**src/rtl/nco_pkg.sv**
```systemverilog
// Shared definitions for the NCO waveform generator: output modes, pipeline
// latency and the quarter-wave sine table contents.
package nco_pkg;

   typedef enum logic [1:0] {
      MODE_SINE   = 2'd0,
      MODE_SQUARE = 2'd1,
      MODE_SAW    = 2'd2,
      MODE_TRI    = 2'd3
   } nco_mode_e;

   localparam int NCO_LAT = 3;

   // Entry idx of a quarter-wave table sampled at bin centres, amplitude 2^(out_w-1)-1.
   function automatic int nco_rom_entry(input int idx, input int out_w, input int lut_aw);
      real amp;
      real ang;
      amp = (2.0 ** (out_w - 1)) - 1.0;
      ang = 3.14159265358979 / 2.0 * (real'(idx) + 0.5) / (2.0 ** lut_aw);
      return $rtoi(amp * $sin(ang) + 0.5);
   endfunction

endpackage

```
**src/rtl/nco_sine_rom.sv**
```systemverilog
// Quarter-wave sine ROM with a registered read; the magnitude arrives one
// cycle after the address.
module nco_sine_rom
   import nco_pkg::*;
#(
   parameter int OUT_W  = 8,
   parameter int LUT_AW = 6
) (
   input  logic              clk,
   input  logic [LUT_AW-1:0] addr_i,
   output logic [OUT_W-2:0]  q_o
);

   logic [OUT_W-2:0] rom_tbl [2**LUT_AW];
   logic [OUT_W-2:0] q_q;

   generate
      for (genvar gi = 0; gi < 2**LUT_AW; gi++) begin : g_rom
         assign rom_tbl[gi] = (OUT_W-1)'(nco_rom_entry(gi, OUT_W, LUT_AW));
      end
   endgenerate

   always_ff @(posedge clk) begin
      q_q <= rom_tbl[addr_i];
   end

   assign q_o = q_q;

endmodule

```
**src/rtl/nco_wavegen.sv**
```systemverilog
// Phase accumulator with shadowed tuning word feeding a three-stage waveform
// pipeline (phase register, ROM/arithmetic stage, output register).
module nco_wavegen
   import nco_pkg::*;
#(
   parameter int ACC_W  = 16,
   parameter int OUT_W  = 8,
   parameter int LUT_AW = 6
) (
   input  logic             clk,
   input  logic             rst,
   input  logic             en,
   input  logic             fcw_wr,
   input  logic [ACC_W-1:0] fcw,
   input  logic [ACC_W-1:0] phase_off,
   input  logic [1:0]       mode,
   input  logic             sync_clr,
   output logic             fcw_busy,
   output logic [OUT_W-1:0] sample,
   output logic             sample_valid,
   output logic             wrap
);

   logic [ACC_W-1:0] acc_q, acc_d;
   logic [ACC_W-1:0] fcw_act_q, fcw_act_d;
   logic [ACC_W-1:0] fcw_pend_q, fcw_pend_d;
   logic             busy_q, busy_d;
   logic             wrap_src_q, wrap_src_d;
   logic [ACC_W:0]   sum;
   logic             apply;

   // The pending word lands on a carry, an idle cycle or a sync clear so the
   // frequency change never tears a phase ramp mid-cycle.
   always_comb begin
      sum        = {1'b0, acc_q} + {1'b0, fcw_act_q};
      apply      = sync_clr | ~en | sum[ACC_W];
      acc_d      = acc_q;
      wrap_src_d = 1'b0;
      if (sync_clr) begin
         acc_d      = '0;
         wrap_src_d = 1'b1;
      end else if (en) begin
         acc_d      = sum[ACC_W-1:0];
         wrap_src_d = sum[ACC_W];
      end
      fcw_act_d  = apply ? fcw_pend_q : fcw_act_q;
      fcw_pend_d = fcw_wr ? fcw : fcw_pend_q;
      busy_d     = fcw_wr | (busy_q & ~apply);
   end

   always_ff @(posedge clk) begin
      if (rst) begin
         acc_q      <= '0;
         fcw_act_q  <= '0;
         fcw_pend_q <= '0;
         busy_q     <= 1'b0;
         wrap_src_q <= 1'b0;
      end else begin
         acc_q      <= acc_d;
         fcw_act_q  <= fcw_act_d;
         fcw_pend_q <= fcw_pend_d;
         busy_q     <= busy_d;
         wrap_src_q <= wrap_src_d;
      end
   end

   assign fcw_busy = busy_q;

   // S1: offset phase and per-sample controls
   logic [ACC_W-1:0] p1_q;
   nco_mode_e        mode1_q;
   logic             v1_q, w1_q;

   always_ff @(posedge clk) begin
      if (rst) begin
         p1_q    <= '0;
         mode1_q <= MODE_SINE;
         v1_q    <= 1'b0;
         w1_q    <= 1'b0;
      end else begin
         p1_q    <= acc_q + phase_off;
         mode1_q <= nco_mode_e'(mode);
         v1_q    <= en;
         w1_q    <= wrap_src_q;
      end
   end

   logic [1:0]        quad1;
   logic [LUT_AW-1:0] addr1;
   logic [OUT_W-1:0]  ph1;
   logic [OUT_W-1:0]  arith1;
   logic              unused_p;

   assign quad1    = p1_q[ACC_W-1:ACC_W-2];
   assign addr1    = p1_q[ACC_W-3 -: LUT_AW] ^ {LUT_AW{quad1[0]}};
   assign ph1      = p1_q[ACC_W-1 -: OUT_W];
   assign unused_p = ^p1_q;

   always_comb begin
      case (mode1_q)
         MODE_SQUARE: arith1 = ph1[OUT_W-1] ? '0 : '1;
         MODE_TRI:    arith1 = {ph1[OUT_W-2:0], 1'b0} ^ {OUT_W{ph1[OUT_W-1]}};
         default:     arith1 = ph1;
      endcase
   end

   // S2: ROM read alongside the arithmetic waveforms
   logic [OUT_W-2:0] rom_q;
   logic [OUT_W-1:0] arith2_q;
   nco_mode_e        mode2_q;
   logic             neg2_q, v2_q, w2_q;

   nco_sine_rom #(.OUT_W(OUT_W), .LUT_AW(LUT_AW)) u_rom (
      .clk    (clk),
      .addr_i (addr1),
      .q_o    (rom_q)
   );

   always_ff @(posedge clk) begin
      if (rst) begin
         arith2_q <= '0;
         mode2_q  <= MODE_SINE;
         neg2_q   <= 1'b0;
         v2_q     <= 1'b0;
         w2_q     <= 1'b0;
      end else begin
         arith2_q <= arith1;
         mode2_q  <= mode1_q;
         neg2_q   <= quad1[1];
         v2_q     <= v1_q;
         w2_q     <= w1_q;
      end
   end

   // Offset-binary sine: half+q on the upper half-wave, half-1-q on the lower.
   logic [OUT_W-1:0] sample_d;
   always_comb begin
      if (mode2_q == MODE_SINE)
         sample_d = neg2_q ? {1'b0, ~rom_q} : {1'b1, rom_q};
      else
         sample_d = arith2_q;
   end

   // S3: output register
   logic [OUT_W-1:0] sample_q;
   logic             valid_q, wrap_q;

   always_ff @(posedge clk) begin
      if (rst) begin
         sample_q <= '0;
         valid_q  <= 1'b0;
         wrap_q   <= 1'b0;
      end else begin
         sample_q <= sample_d;
         valid_q  <= v2_q;
         wrap_q   <= w2_q;
      end
   end

   assign sample       = sample_q;
   assign sample_valid = valid_q;
   assign wrap         = wrap_q;

endmodule

```
**config.mk**
```make
export PLATFORM = sky130hd
export DESIGN_NAME = nco_wavegen
export DESIGN_NICKNAME = d
export VERILOG_FILES = /design/src/rtl/nco_pkg.sv /design/src/rtl/nco_sine_rom.sv /design/src/rtl/nco_wavegen.sv
export SDC_FILE = /design/constraint.sdc
export NUM_CORES = 1
export LEC_CHECK = 0
export BUFFER_PORTS_ARGS = -buffer_cell sky130_fd_sc_hd__buf_2
export CAP_MARGIN = 20
export CORE_MARGIN = 5
export CORE_UTILIZATION = 54
export DETAILED_ROUTE_END_ITERATION = 7
export PLACE_DENSITY_LB_ADDON = 0.25
export SLEW_MARGIN = 0
export SYNTH_ARGS = -nofsm -noshare
export SYNTH_HDL_FRONTEND = slang
export SYNTH_SLANG_ARGS = --single-unit
```
**constraint.sdc**
```tcl
create_clock -name clk -period 2.75 [get_ports clk]
set_clock_uncertainty 0.05 [all_clocks]
set_input_delay 0.4125 -clock clk [delete_from_list [all_inputs] [get_ports clk]]
set_output_delay 0.4125 -clock clk [all_outputs]
set_load 0.05 [all_outputs]
```
==> qor.yml <==
status: "completed"
critical_path_class: "reg2reg"
p_int_w: 0.00203
cap_viol_max_count: 0
synth-simple-area-share_pct: 17.5
clock_latency_ns: 0.36
seq_power_share_pct: 50.5
grt_use_total_pct: 19.5
critPathMaxFanout: 8
finish.utilization_pct: 62.4
grtUsageMet3_pct: 3.60
cp_cell_sequence: "ha_4 > fa_2 > a21oi_2 > nand4b_1 > a211oi_2 > o311a_4 > nor4_4 > clkbuf_16 > mux2i_1"
synth_area_um2: 5130
max-clock-path-buffers: 2
synth-edff-count: 0
synthArstFlopShare_pct: 0
avgSynthCellArea_um2: 8.62
synth_top_family_by_area: "simple AND/OR/NAND/NOR gates"
multi_input_area_um2: 3140
nFillCells: 809
ioPinCount: 50
synthMuxAreaShare_pct: 9.02
tritoncts: "done"
syn-instance-count: 595
cp.arrival_ns: 2.92
busiest_layer: "met2"
slowest_stage: "nor4_4"
gp_congestion: 0.877
setup_viol: 0
switchingPower_w: 0.000931
ys_seq_elements: 92
crit_family: "compound AO/OA/AOI/OAI gates"
wire_per_inst_um: 14.4
grt_pass1_wl_mm: 18.4
leakagePower_nw: 2.46
synthAdderAreaFrac_pct: 9.66
grt_pass1_vias: 4104
max_freq_ghz: 0.373
maxSlewViolCount: 0
drt-pass1-iter-count: 4
synth-compound-area-share_pct: 17.4
ctsRootBufferMaster: "clkbuf_8"
layout_commonest_cell: "dfxtp_1"
synth_flop_cell: "dfxtp_1"
pwr-share-comb_pct: 21.1
stdcell_area_um2: 5760
path_clk_slew_ns: 0.09
die-area_um2: 11500
sw_frac_of_total_pct: 31.4
die_w_um: 107
register_area_um2: 1840
place_hpwl_mm: 8.38
yosys_warnings: 0
synth_xor_xnor_area_share_pct: 7.17
start_util_pct: 55.5
final_hold_viol_count: 0
dr.first_iter.drc_count: 156
finalCritPeriodShare_pct: 97.4
postRouteAntennaNets: 0
htreeDepth: 3
ir_drop_uv: 327
p_clk_share_pct: 28.4
critPathLaunchType: "flop"
syn_nets: 673
numCtsBuffers: 9
die_h_um: 107
crit_required_ns: 2.99
end_kind: "flop"
post_drt_via_cell_ratio: 5.55
portBuffers: 49
core-area_um2: 9240
vias: 4296
setup_tns_ns: 0
slowest_delay_ns: 0.40
totalWireLength_mm: 11.1
ys_types: 52
worst-path-buf-inv: 1
rows: 35
area_growth_pct: 12.3
grt_start_max_net_pins: 37
drc_errors: 0
use_met1_pct: 23.1
layout_common_cells: "dfxtp_1, nor2_1, nand2_1, buf_2, mux2i_1"
use_met2_pct: 34.1
grt_overflow_total: 0
slew_headroom_pct: 45.2
drive_above_1_share_pct: 14.1
finalNetCount: 718
tightest_slew_ns: 0.820
ys_seq_area_share_pct: 35.9
hp-class: "in2reg"
n_antenna_cell: 0
cts.sinks: 92
cts_hold_buf: 0
postPlaceCellArea_um2: 5520
period_needed_ns: 2.68
powerDensity_nw_per_um2: 514
antenna_found_initial: 0
[layout make-up]
type	count	area share, %
clock buffers	9	2.15
clock inverters	7	0.999
inverters	12	0.782
multi-input cells	460	54.4
flip-flops and latches	92	32.0
well taps	129	2.80
repair buffers	65	6.86
[logic make-up after synthesis]
kind of cell	count (synthesis)
xor gates and xnor gates	42
adders and majority gates	39
and+or+nand+nor	198
DFF	92
buffers and inverters	43
muxes	46
AOI/OAI and AO/OA	135
[per-stage QoR]
stage | setup slack, ns | std cells | hold WS (ns) | total power, W
floorplan | 0.0735 | 595 | 0.364 | 0.00198
global placement | 0.210 | 755 | 0.370 | 0.00213
detailed placement | 0.121 | 755 | 0.372 | 0.00215
CTS | 0.0825 | 771 | 0.195 | 0.00298
global route | -0.0428 | 774 | 0.223 | 0.00310
finish | 0.0707 | 774 | 0.206 | 0.00296
[state kept, by name, indices dropped and copies added (netlist names)]
signal,count
wrap_src_q,1
v2_q,1
sample_valid,1
fcw_act_q,16
fcw_busy,1
p1_q,8
w2_q,1
wrap,1
sample,8
fcw_pend_q,16
neg2_q,1
v1_q,1
mode1_q,2
acc_q,16
arith2_q,8
mode2_q,2
w1_q,1
u_rom.q_o,7
[worst register-to-register path, stage by stage, from the launching register on]
cell and delay [ns]:
dfxtp_1 0.35, ha_4 0.18, fa_2 0.38, a21oi_2 0.18, nand4b_1 0.20, a211oi_2 0.11, o311a_4 0.33, nor4_4 0.40
clkbuf_16 0.25, mux2i_1 0.18
[path summary, 6_finish.rpt]
check                     from           end  slack (ns)  cells past startpoint
setup reg to reg  fcw_act_q[0]  fcw_act_q[1]        0.07                      9
hold / removal         mode[1]    mode1_q[1]        0.21                      2
setup / recovery  fcw_act_q[0]  fcw_act_q[1]        0.07                      9
hold reg to reg           v2_q  sample_valid        0.39                      1
[Yosys cell counts, types with 7 or more instances]
cell type | n | share of area [%]
o211ai_1 | 10 | 1.5
a21oi_1 | 30 | 2.9
xnor2_1 | 28 | 4.8
nor3_1 | 12 | 1.2
clkbuf_1 | 25 | 1.8
ha_1 | 38 | 9.3
nor2_1 | 75 | 5.5
xor2_1 | 14 | 2.4
nand2_1 | 61 | 4.5
or3_1 | 7 | 0.85
nand3_1 | 12 | 1.2
nor2b_1 | 15 | 1.8
inv_1 | 10 | 0.73
a211oi_1 | 18 | 2.6
o21ai_0 | 32 | 3.1
dfxtp_1 | 92 | 36
mux2i_1 | 44 | 8.6
a21o_1 | 10 | 1.5
[per-layer routing]
| metal | up-vias | part of all wire, % |
|---|---|---|
| li1 | 2193 | - |
| met1 | 1973 | 44 |
| met2 | 103 | 49 |
| met3 | 27 | 3.6 |
| met4 | 0 | 3.0 |
| met5 | - | 0 |
[what timing repair did]
| item | CTS | global route |
|---|---|---|
| gates resized for setup | 0 | 5 |
| setup endpoints to repair | 0 | 16 |
| setup buffers | 0 | 2 |
[power groups by stage]
stage	Combinational [W]	Sequential, W	Clock [W]
CTS	0.000621	0.00150	0.000859
detailed placement	0.000618	0.00153	0
floorplan	0.000415	0.00156	0
finish	0.000625	0.00150	0.000839
global placement	0.000599	0.00153	0
global route	0.000689	0.00151	0.000907
Power figures use the tool's default switching activity.
